===== src/rtl/sram_lsu_ctrl.sv =====
`default_nettype none
// ============================================================================
// sram_lsu_ctrl : single-outstanding load/store front-end for a registered-input byte SRAM.
// Optional feature macro: LSU_MISALIGN_CHECK_EN (reject misaligned half/word accesses).
// Revision: 1.0
// ============================================================================
module sram_lsu_ctrl #(
  parameter int ADDR_WIDTH = 13,
  parameter int DATA_WIDTH = 32,
  parameter int READ_LAT   = 2
) (
  input  logic                  clk,
  input  logic                  rst_n,
  input  logic                  req_valid_i,
  output logic                  req_ready_o,
  input  logic                  req_we_i,
  input  logic [1:0]            req_size_i,
  input  logic                  req_unsigned_i,
  input  logic [ADDR_WIDTH-1:0] req_addr_i,
  input  logic [DATA_WIDTH-1:0] req_wdata_i,
  output logic                  rsp_valid_o,
  input  logic                  rsp_ready_i,
  output logic [DATA_WIDTH-1:0] rsp_rdata_o,
  output logic                  rsp_err_o,
  output logic                  mem_csb_o,
  output logic                  mem_web_o,
  output logic [3:0]            mem_wmask_o,
  output logic [ADDR_WIDTH-1:0] mem_addr_o,
  output logic [DATA_WIDTH-1:0] mem_din_o,
  input  logic [DATA_WIDTH-1:0] mem_dout_i
);

  typedef enum logic [1:0] {S_IDLE, S_ISSUE, S_WAIT, S_RESP} state_e;

  state_e                  state_q;
  logic                    req_ready_q;
  logic                    rsp_valid_q;
  logic [DATA_WIDTH-1:0]   rsp_rdata_q;
  logic                    err_q;
  logic                    mem_csb_q;
  logic                    mem_web_q;
  logic [3:0]              mem_wmask_q;
  logic [ADDR_WIDTH-1:0]   mem_addr_q;
  logic [DATA_WIDTH-1:0]   mem_din_q;
  logic                    we_q;
  logic [1:0]              size_q;
  logic                    uns_q;
  logic [2:0]              cnt_q;

  logic [3:0]              wmask_d;
  logic [DATA_WIDTH-1:0]   rdata_d;
  logic                    misalign_d;

  always_comb begin
    wmask_d = 4'b1111;
    case (req_size_i)
      2'd0:    wmask_d = 4'b0001;
      2'd1:    wmask_d = 4'b0011;
      default: wmask_d = 4'b1111;
    endcase
  end

  // Load data sits right-aligned in mem_dout because mem_addr is the exact byte address.
  always_comb begin
    rdata_d = mem_dout_i;
    case (size_q)
      2'd0:    rdata_d = {{24{~uns_q & mem_dout_i[7]}}, mem_dout_i[7:0]};
      2'd1:    rdata_d = {{16{~uns_q & mem_dout_i[15]}}, mem_dout_i[15:0]};
      default: rdata_d = mem_dout_i;
    endcase
  end

`ifdef LSU_MISALIGN_CHECK_EN
  assign misalign_d = (req_size_i == 2'd1) ? req_addr_i[0]
                    : ((req_size_i != 2'd0) && (|req_addr_i[1:0]));
`else
  assign misalign_d = 1'b0;
`endif

  always_ff @(posedge clk or negedge rst_n) begin
    if (!rst_n) begin
      state_q     <= S_IDLE;
      req_ready_q <= 1'b1;
      rsp_valid_q <= 1'b0;
      rsp_rdata_q <= '0;
      err_q       <= 1'b0;
      mem_csb_q   <= 1'b0;
      mem_web_q   <= 1'b0;
      mem_wmask_q <= '0;
      mem_addr_q  <= '0;
      mem_din_q   <= '0;
      we_q        <= 1'b0;
      size_q      <= '0;
      uns_q       <= 1'b0;
      cnt_q       <= '0;
    end else begin
      mem_csb_q   <= 1'b0;
      mem_web_q   <= 1'b0;
      mem_wmask_q <= '0;
      case (state_q)
        S_IDLE: begin
          if (req_valid_i) begin
            req_ready_q <= 1'b0;
            we_q        <= req_we_i;
            size_q      <= req_size_i;
            uns_q       <= req_unsigned_i;
            rsp_rdata_q <= '0;
            err_q       <= misalign_d;
            if (misalign_d) begin
              state_q <= S_RESP;
            end else begin
              // SRAM port is loaded here so the macro samples it on the ISSUE edge.
              state_q    <= S_ISSUE;
              mem_csb_q  <= 1'b1;
              mem_web_q  <= req_we_i;
              mem_addr_q <= req_addr_i;
              if (req_we_i) begin
                mem_wmask_q <= wmask_d;
                mem_din_q   <= req_wdata_i;
              end
            end
          end
        end
        S_ISSUE: begin
          cnt_q   <= 3'(READ_LAT - 1);
          state_q <= we_q ? S_RESP : S_WAIT;
        end
        S_WAIT: begin
          if (cnt_q == 3'd0) begin
            rsp_rdata_q <= rdata_d;
            rsp_valid_q <= 1'b1;
            state_q     <= S_RESP;
          end else begin
            cnt_q <= cnt_q - 3'd1;
          end
        end
        S_RESP: begin
          // Stores and rejected requests arrive with rsp_valid low and raise it here.
          if (!rsp_valid_q) begin
            rsp_valid_q <= 1'b1;
          end else if (rsp_ready_i) begin
            rsp_valid_q <= 1'b0;
            req_ready_q <= 1'b1;
            state_q     <= S_IDLE;
          end
        end
        default: state_q <= S_IDLE;
      endcase
    end
  end

  assign req_ready_o = req_ready_q;
  assign rsp_valid_o = rsp_valid_q;
  assign rsp_rdata_o = rsp_rdata_q;
  assign rsp_err_o   = err_q;
  assign mem_csb_o   = mem_csb_q;
  assign mem_web_o   = mem_web_q;
  assign mem_wmask_o = mem_wmask_q;
  assign mem_addr_o  = mem_addr_q;
  assign mem_din_o   = mem_din_q;

endmodule
`default_nettype wire


===== config.mk =====
export PLATFORM = sky130hd
export DESIGN_NAME = sram_lsu_ctrl
export DESIGN_NICKNAME = d
export VERILOG_FILES = /design/src/rtl/sram_lsu_ctrl.sv
export SDC_FILE = /design/constraint.sdc
export NUM_CORES = 1
export LEC_CHECK = 0
export BUFFER_PORTS_ARGS = -buffer_cell sky130_fd_sc_hd__buf_2
export CAP_MARGIN = 30
export CELL_PAD_IN_SITES_DETAIL_PLACEMENT = 1
export CELL_PAD_IN_SITES_GLOBAL_PLACEMENT = 2
export CORE_MARGIN = 2
export CORE_UTILIZATION = 26
export DETAILED_ROUTE_END_ITERATION = 10
export PLACE_DENSITY = 0.78
export SYNTH_ARGS = -nofsm -noshare
export SYNTH_HDL_FRONTEND = slang
export SYNTH_SLANG_ARGS = --single-unit
export TNS_END_PERCENT = 10

===== constraint.sdc =====
create_clock -name clk -period 1.6 [get_ports clk]
set_input_delay 0 -clock clk [delete_from_list [all_inputs] [get_ports clk]]
set_output_delay 0 -clock clk [all_outputs]
set_load 0.05 [all_outputs]

==> results of run 1 <==
-- worst min-delay path, delay by kind of cell --
kind                   cells  cell delay (ns)
AO/OA/AOI/OAI              2             0.18
buffers and inverters      1             0.09
AND/OR/NAND/NOR            1             0.07
-- final timing paths --
kind / start / to / slack, ns / depth (start not counted)
max in group asynchronous: rst_n / rsp_rdata_o[5]$_DFFE_PN0P_ / 0.83 / 3
min reg2reg: we_q$_DFFE_PN0P_ / we_q$_DFFE_PN0P_ / 0.50 / 2
max: state_q[0]$_DFFE_PN0P_ / state_q[1]$_DFFE_PN0P_ / 0.01 / 5
min: mem_dout_i[13] / rsp_rdata_o[13]$_DFFE_PN0P_ / 0.01 / 4
max reg2reg: state_q[0]$_DFFE_PN0P_ / state_q[1]$_DFFE_PN0P_ / 0.01 / 5
min in group asynchronous: rst_n / mem_addr_o[11]$_DFFE_PN0P_ / 0.15 / 2
-- stage by stage --
| step | area (um^2) | setup TNS (ns) | worst slack [ns] | instances |
|---|---|---|---|---|
| 2_1_floorplan | 3950 | -0.371 | -0.0421 | 317 |
| 3_3_place_gp | 5120 | -0.394 | -0.0140 | 672 |
| 3_5_place_dp | 5120 | -6.33 | -0.134 | 672 |
| 4_1_cts | 6260 | -0.0763 | -0.0155 | 765 |
| 5_1_grt | 6510 | -1.04 | -0.0741 | 770 |
| 6_report | 6510 | 0 | 0.0121 | 771 |
-- power breakdown --
part	total [W]	switching [W]	internal, W
logic	0.00859	0.00580	0.00279
clock network	0.00230	0.000931	0.00137
registers	0.00394	0.000563	0.00337
total	0.0148	0.00730	0.00754
-- cell usage after synthesis --
cell        n
inv_1      30
and3_1      2
nor3_1      2
nor2b_1    18
clkinv_1    1
a21boi_0    1
and2_1      1
a21oi_2     1
conb_1      1
a2111oi_0   1
o32ai_1    16
a2bb2oi_1   2
nand2_1    14
a211oi_2    1
buf_6       1
buf_2      10
nand2b_1    2
buf_4       6
o21ai_1     1
o21ai_0    16
nand3_4     1
dfrtp_1    91
nor2_1      8
clkbuf_1    2
a31o_2      1
a211o_1     1
or4b_1      1
nand3_1     2
a31oi_1     1
buf_1       1
mux2_2     50
a211oi_1    2
a21oi_1     3
dfstp_2     1
a22o_1      9
xnor2_1     1
ha_1        7
nand4_1     8
-- sequential cells by signal, summed over array words and instances, names as in the netlist --
name / flops
mem_din_o: 32
rsp_rdata_o: 32
mem_addr_o: 13
cnt_q: 3
mem_wmask_o: 3
size_q: 2
state_q: 2
mem_csb_o: 1
req_ready_o: 1
rsp_valid_o: 1
uns_q: 1
we_q: 1
-- placed cells by master, fill, tap and decap left out, types with 11 or more instances in the layout --
cell and n:
inv_1 28, nand2_1 14, mux2_2 49, clkbuf_16 12
buf_4 19, o21ai_0 11, dfrtp_1 91, buf_2 168
dlygate4sd3_1 75, nor2b_1 16
-- cells by family after synthesis --
| logic type | Yosys count | synth area share (%) |
|---|---|---|
| AOI/OAI and AO/OA | 56 | 10.5 |
| xor gates and xnor gates | 1 | 0.222 |
| adders and majority gates | 7 | 2.22 |
| buffers and inverters | 51 | 5.94 |
| DFF | 92 | 58.5 |
| muxes | 50 | 14.3 |
| other | 1 | 0.0952 |
| and+or+nand+nor | 59 | 8.23 |
-- layer usage --
layer	vias up	track usage (%)	share of wire, %
li1	1638	-	-
met1	1719	18.8	40
met2	109	28.5	52
met3	17	4.73	6.1
met4	0	5.17	1.8
met5	-	0	0
-- repair_timing --
item | CTS | global route
setup buffers | 1 | 1
endpoints found under the hold margin | 106 | 0
resized for setup | 10 | 38
hold buffers | 75 | 0
setup endpoints to repair | 81 | 67
pin swaps | 0 | 6
gates cloned | 1 | 4
-- area by class of cell --
class / instances / area [um^2]
flip-flops and latches: 92 / 2300
well taps: 184 / 230
clock buffers: 10 / 229
fillers: 1605 / 8130
clock inverters: 6 / 87.6
repair buffers: 272 / 1930
multi-input cells: 175 / 1610
inverters: 31 / 121
diodes: 1 / 2.50
==> metrics, run 1 <==
num rows=44; number of distinct library cells after synthesis=38; DR pass1 iterations=3; WP buf/inv=1; CP top delay family=compound AO/OA/AOI/OAI gates; vias in the first global route=3,930; final hold violation count=0; Syn Inst Count=317; Setup Crit Path Kind=register to register; total gr overflow=0; first-pass GRT wire length=20,300 um; CP max FO=3; Slew Limit Fails=0; Hold WC Path Type=input port to register; worst stage delay on the critical path=0.39 ns; Worst VDD drop=1.18 mV; TritonCTS clock tree=built; Synth top area share=57.8%; Clock transition at path regs=0.07 ns; PwrDens=2280 mW/mm^2; synth-to-layout area growth=65.4%; routed via count=3,483; WL/cell=17.2 um; fin util=44.5%; leading area contributor after synthesis=dfrtp_1; Avg Inst Size Synth=12.4 um^2; largest net degree at the start of global routing=44; Via-to-Cell Ratio=4.52; Min Hold Slack=0.0144 ns; deepest clock path buffer count=2; Critical Path, Cell by Cell=buf_4 -> ha_1 -> a21boi_1 -> a211oi_2 -> mux2_4; Fmax achieved=0.630 GHz; Die Y=127 um; sequential share of the synthesized area=58.5%; Initial Util=26.9%; TritonCTS Buffers=9; YS warnings=0; RePlAce Congestion=0.740; syn nets=409; fraction of layout cells with a size suffix above 1=50.3%; nets@finish=673; fin crit period=1.59 ns; final setup fails=0; number of routed nets with antenna violations=0; worst skew pair latency=0.35 ns; CP startpoint kind=register; max-capacitance violation count=0; Synth Register Bits=92; mapped cell area=0.00394 mm^2; CP arrival=1.82 ns; H-tree depth=3; Iter 0 DRT Violations=68; leakage power=3.16 nW; placeable core area=0.0146 mm^2; CP Capture Type=register; fin crit share=99.2%; worst path required time=1.83 ns; die area=0.0161 mm^2; initial antenna violation count=1; critical path's slowest cell=dfrtp_1; final WL=13,300 um; main area contributors after synthesis=dfrtp_1 58%, mux2_2 14%, o32ai_1 3.6%; Ports=171; Residual DRC=0; chip width=127 um; skew final=0.00582 ns; status=completed; Root Driver=clkbuf_16; overall global routing resource usage=16.1%; DP HPWL=8310 um; RSZ-0062 raised after global routing=true; Power Total=0.0148 W; PortBufs=169; clk sinks=92
Power figures use the tool's default switching activity.
==> run 2: changes to the inputs <==
--- a/config.mk
+++ b/config.mk
@@ -9,10 +9,11 @@
 export CAP_MARGIN = 30
 export CELL_PAD_IN_SITES_DETAIL_PLACEMENT = 1
 export CELL_PAD_IN_SITES_GLOBAL_PLACEMENT = 2
-export CORE_MARGIN = 2
+export CORE_MARGIN = 4
 export CORE_UTILIZATION = 26
 export DETAILED_ROUTE_END_ITERATION = 10
-export PLACE_DENSITY = 0.78
+export HOLD_SLACK_MARGIN = 0.03
+export PLACE_DENSITY = 0.79
 export SYNTH_ARGS = -nofsm -noshare
 export SYNTH_HDL_FRONTEND = slang
 export SYNTH_SLANG_ARGS = --single-unit
==> metrics, run 2 (same netlist as run 1, synthesis figures left out) <==
Clk pwr share=15.2% (was 15.5%); violated checks=setup timing; Via-to-Cell Ratio=4.55 (was 4.52); RePlAce Congestion=0.774 (was 0.740); fin crit share=100% (was 99.2%); placeable core area=0.0147 mm^2 (was 0.0146 mm^2); skew final=0.0109 ns (was 0.00582 ns); CP startpoint kind=register (unchanged); leakage power=3.18 nW (was 3.16 nW); Die Y=131 um (was 127 um); RSZ-0062 raised after global routing=true (unchanged); Setup Crit Path Kind=register to register (unchanged); final WL=13,500 um (was 13,300 um); largest net degree at the start of global routing=42 (was 44); Power Internal=0.00745 W (was 0.00754 W); WP buf/inv=2 (was 1); Final Worst Setup Slack=-0.00413 ns (was 0.0121 ns); DR pass1 iterations=4 (was 3); CP Capture Type=register (unchanged); overall global routing resource usage=15.6% (was 16.1%); TritonCTS clock tree=built (unchanged); Net Sw Frac=49.7% (was 49.2%); H-tree depth=3 (unchanged); vias in the first global route=4,013 (was 3,930); Root Driver=clkbuf_16 (unchanged); Hold WC Path Type=input port to register (unchanged); CP top delay family=compound AO/OA/AOI/OAI gates (unchanged); PwrDens=2250 mW/mm^2 (was 2280 mW/mm^2); Power Total=0.0148 W (about the same); Residual DRC=0 (unchanged); Clock transition at path regs=0.07 ns (about the same); Slew Limit Fails=0 (unchanged); fraction of layout cells with a size suffix above 1=49.4% (was 50.3%); worst stage delay on the critical path=0.40 ns (was 0.39 ns); Initial Util=26.8% (was 26.9%); nets@finish=680 (was 673); fin crit period=1.60 ns (was 1.59 ns); number of routed nets with antenna violations=0 (unchanged); PortBufs=169 (unchanged); num rows=44 (unchanged); synth-to-layout area growth=67.0% (was 65.4%); deepest clock path buffer count=2 (unchanged); TritonCTS Buffers=9 (unchanged); CP arrival=1.83 ns (was 1.82 ns); final setup fails=1 (was 0); Iter 0 DRT Violations=75 (was 68); setup TNS=-0.00413 ns (was 0 ns); die area=0.0172 mm^2 (was 0.0161 mm^2); Ports=171 (unchanged); worst skew pair latency=0.35 ns (about the same); most common cell after layout, fill and taps aside=buf_2 (unchanged); worst path required time=1.82 ns (was 1.83 ns); max-capacitance violation count=0 (unchanged); clk sinks=92 (unchanged); routed via count=3,542 (was 3,483); CP max FO=8 (was 3); chip width=131 um (was 127 um); Critical Path, Cell by Cell=buf_4 -> ha_2 -> buf_12 -> a211o_4 -> a22o_1 (was buf_4 -> ha_1 -> a21boi_1 -> a211oi_2 -> mux2_4); most frequent cells in the layout=168 x buf_2, 91 x dfrtp_1, 83 x dlygate4sd3_1 (was 168 x buf_2, 91 x dfrtp_1, 75 x dlygate4sd3_1); fin util=44.7% (was 44.5%); critical path's slowest cell=dfrtp_1 (unchanged); Fmax achieved=0.623 GHz (was 0.630 GHz); total gr overflow=0 (unchanged); Non-Filler Instances=778 (was 771); DP Cell Count=672 (unchanged); first-pass GRT wire length=20,700 um (was 20,300 um); Net Sw Power=0.00736 W (was 0.00730 W); WL/cell=17.4 um (was 17.2 um); Comb power frac=58.0% (was 57.9%); Worst VDD drop=1.15 mV (was 1.18 mV); final hold violation count=0 (unchanged); initial antenna violation count=0 (was 1); DP HPWL=8760 um (was 8310 um); status=finished, violations left (was completed); share of power burned in registers=26.8% (was 26.5%)
## run 2: cell types whose count changed in the layout (fill, tap and decap cells not counted), moves of 2 or more
cell           previous run  this run
a211oi_2                  2         0
clkbuf_16                12         9
inv_6                     1         3
a211oi_4                  0         2
o32ai_1                   5         7
buf_12                    3         6
dlygate4sd3_1            75        83
o32ai_4                   2         0
inv_8                     0         2
## run 2: final timing paths
path / start / end / slack (ns) / depth (start not counted)
setup / recovery: state_q[1]$_DFFE_PN0P_ / rsp_rdata_o[15]$_DFFE_PN0P_ / -0.004 / 5
hold / removal: mem_dout_i[15] / rsp_rdata_o[15]$_DFFE_PN0P_ / 0.07 / 4
setup reg to reg: state_q[1]$_DFFE_PN0P_ / rsp_rdata_o[15]$_DFFE_PN0P_ / -0.004 / 5
hold reg to reg: rsp_rdata_o[14]$_DFFE_PN0P_ / rsp_rdata_o[14]$_DFFE_PN0P_ / 0.50 / 1
max in group asynchronous: rst_n / req_ready_o$_DFFE_PN1P_ / 0.83 / 3
min in group asynchronous: rst_n / state_q[0]$_DFFE_PN0P_ / 0.11 / 2
## run 2: per-layer routing
layer | wire (um) | vias to the layer above | global-route usage [%] | share of wire, %
met5 | 0 | - | 0 | 0
met4 | 229 | 0 | 5.08 | 1.7
met3 | 690 | 19 | 3.93 | 5.1
met2 | 7170 | 115 | 27.9 | 53
met1 | 5410 | 1760 | 18.3 | 40
li1 | - | 1648 | - | -
## run 2: area by class of cell
class / count / area [um^2]
multi-input cells: 175 / 1620
diodes: 1 / 2.50
clock buffers: 9 / 225
fillers: 1597 / 8130
repair buffers: 279 / 1990
flip-flops and latches: 92 / 2300
clock inverters: 7 / 87.6
well taps: 184 / 230
inverters: 31 / 118
## run 2: through the flow
| step | hold slack (ns) | setup slack [ns] | instance area [um^2] |
|---|---|---|---|
| final | 0.0691 | -0.00413 | 6570 |
| after global routing | 0.0810 | -0.0659 | 6570 |
| after global placement | -0.0811 | -0.00470 | 5120 |
| after detailed placement | -0.0721 | -0.121 | 5120 |
| after floorplan | -0.296 | -0.0421 | 3950 |
| after CTS | 0.0352 | -0.0498 | 6390 |
## run 2: worst reg2reg max path, stage by stage (launching register included)
cell,delay [ns]
dfrtp_1,0.40
buf_4,0.15
ha_2,0.19
buf_12,0.15
a211o_4,0.37
a22o_1,0.23
## run 2: power by group through the flow
stage,clock network (W),logic [W],registers (W)
3_3_place_gp,0,0.00754,0.00393
4_1_cts,0.00235,0.00818,0.00396
3_5_place_dp,0,0.00770,0.00398
2_1_floorplan,0,0.00231,0.00722
6_report,0.00225,0.00859,0.00397
5_1_grt,0.00245,0.00911,0.00411
## run 2: what timing repair did
action / CTS / global route
cloned: 2 / 0
setup buffers: 4 / 0
setup endpoints to repair: 73 / 82
endpoints found under the hold margin: 173 / 1
pin swaps: 4 / 17
hold buffers: 82 / 1
gates resized for setup: 16 / 34
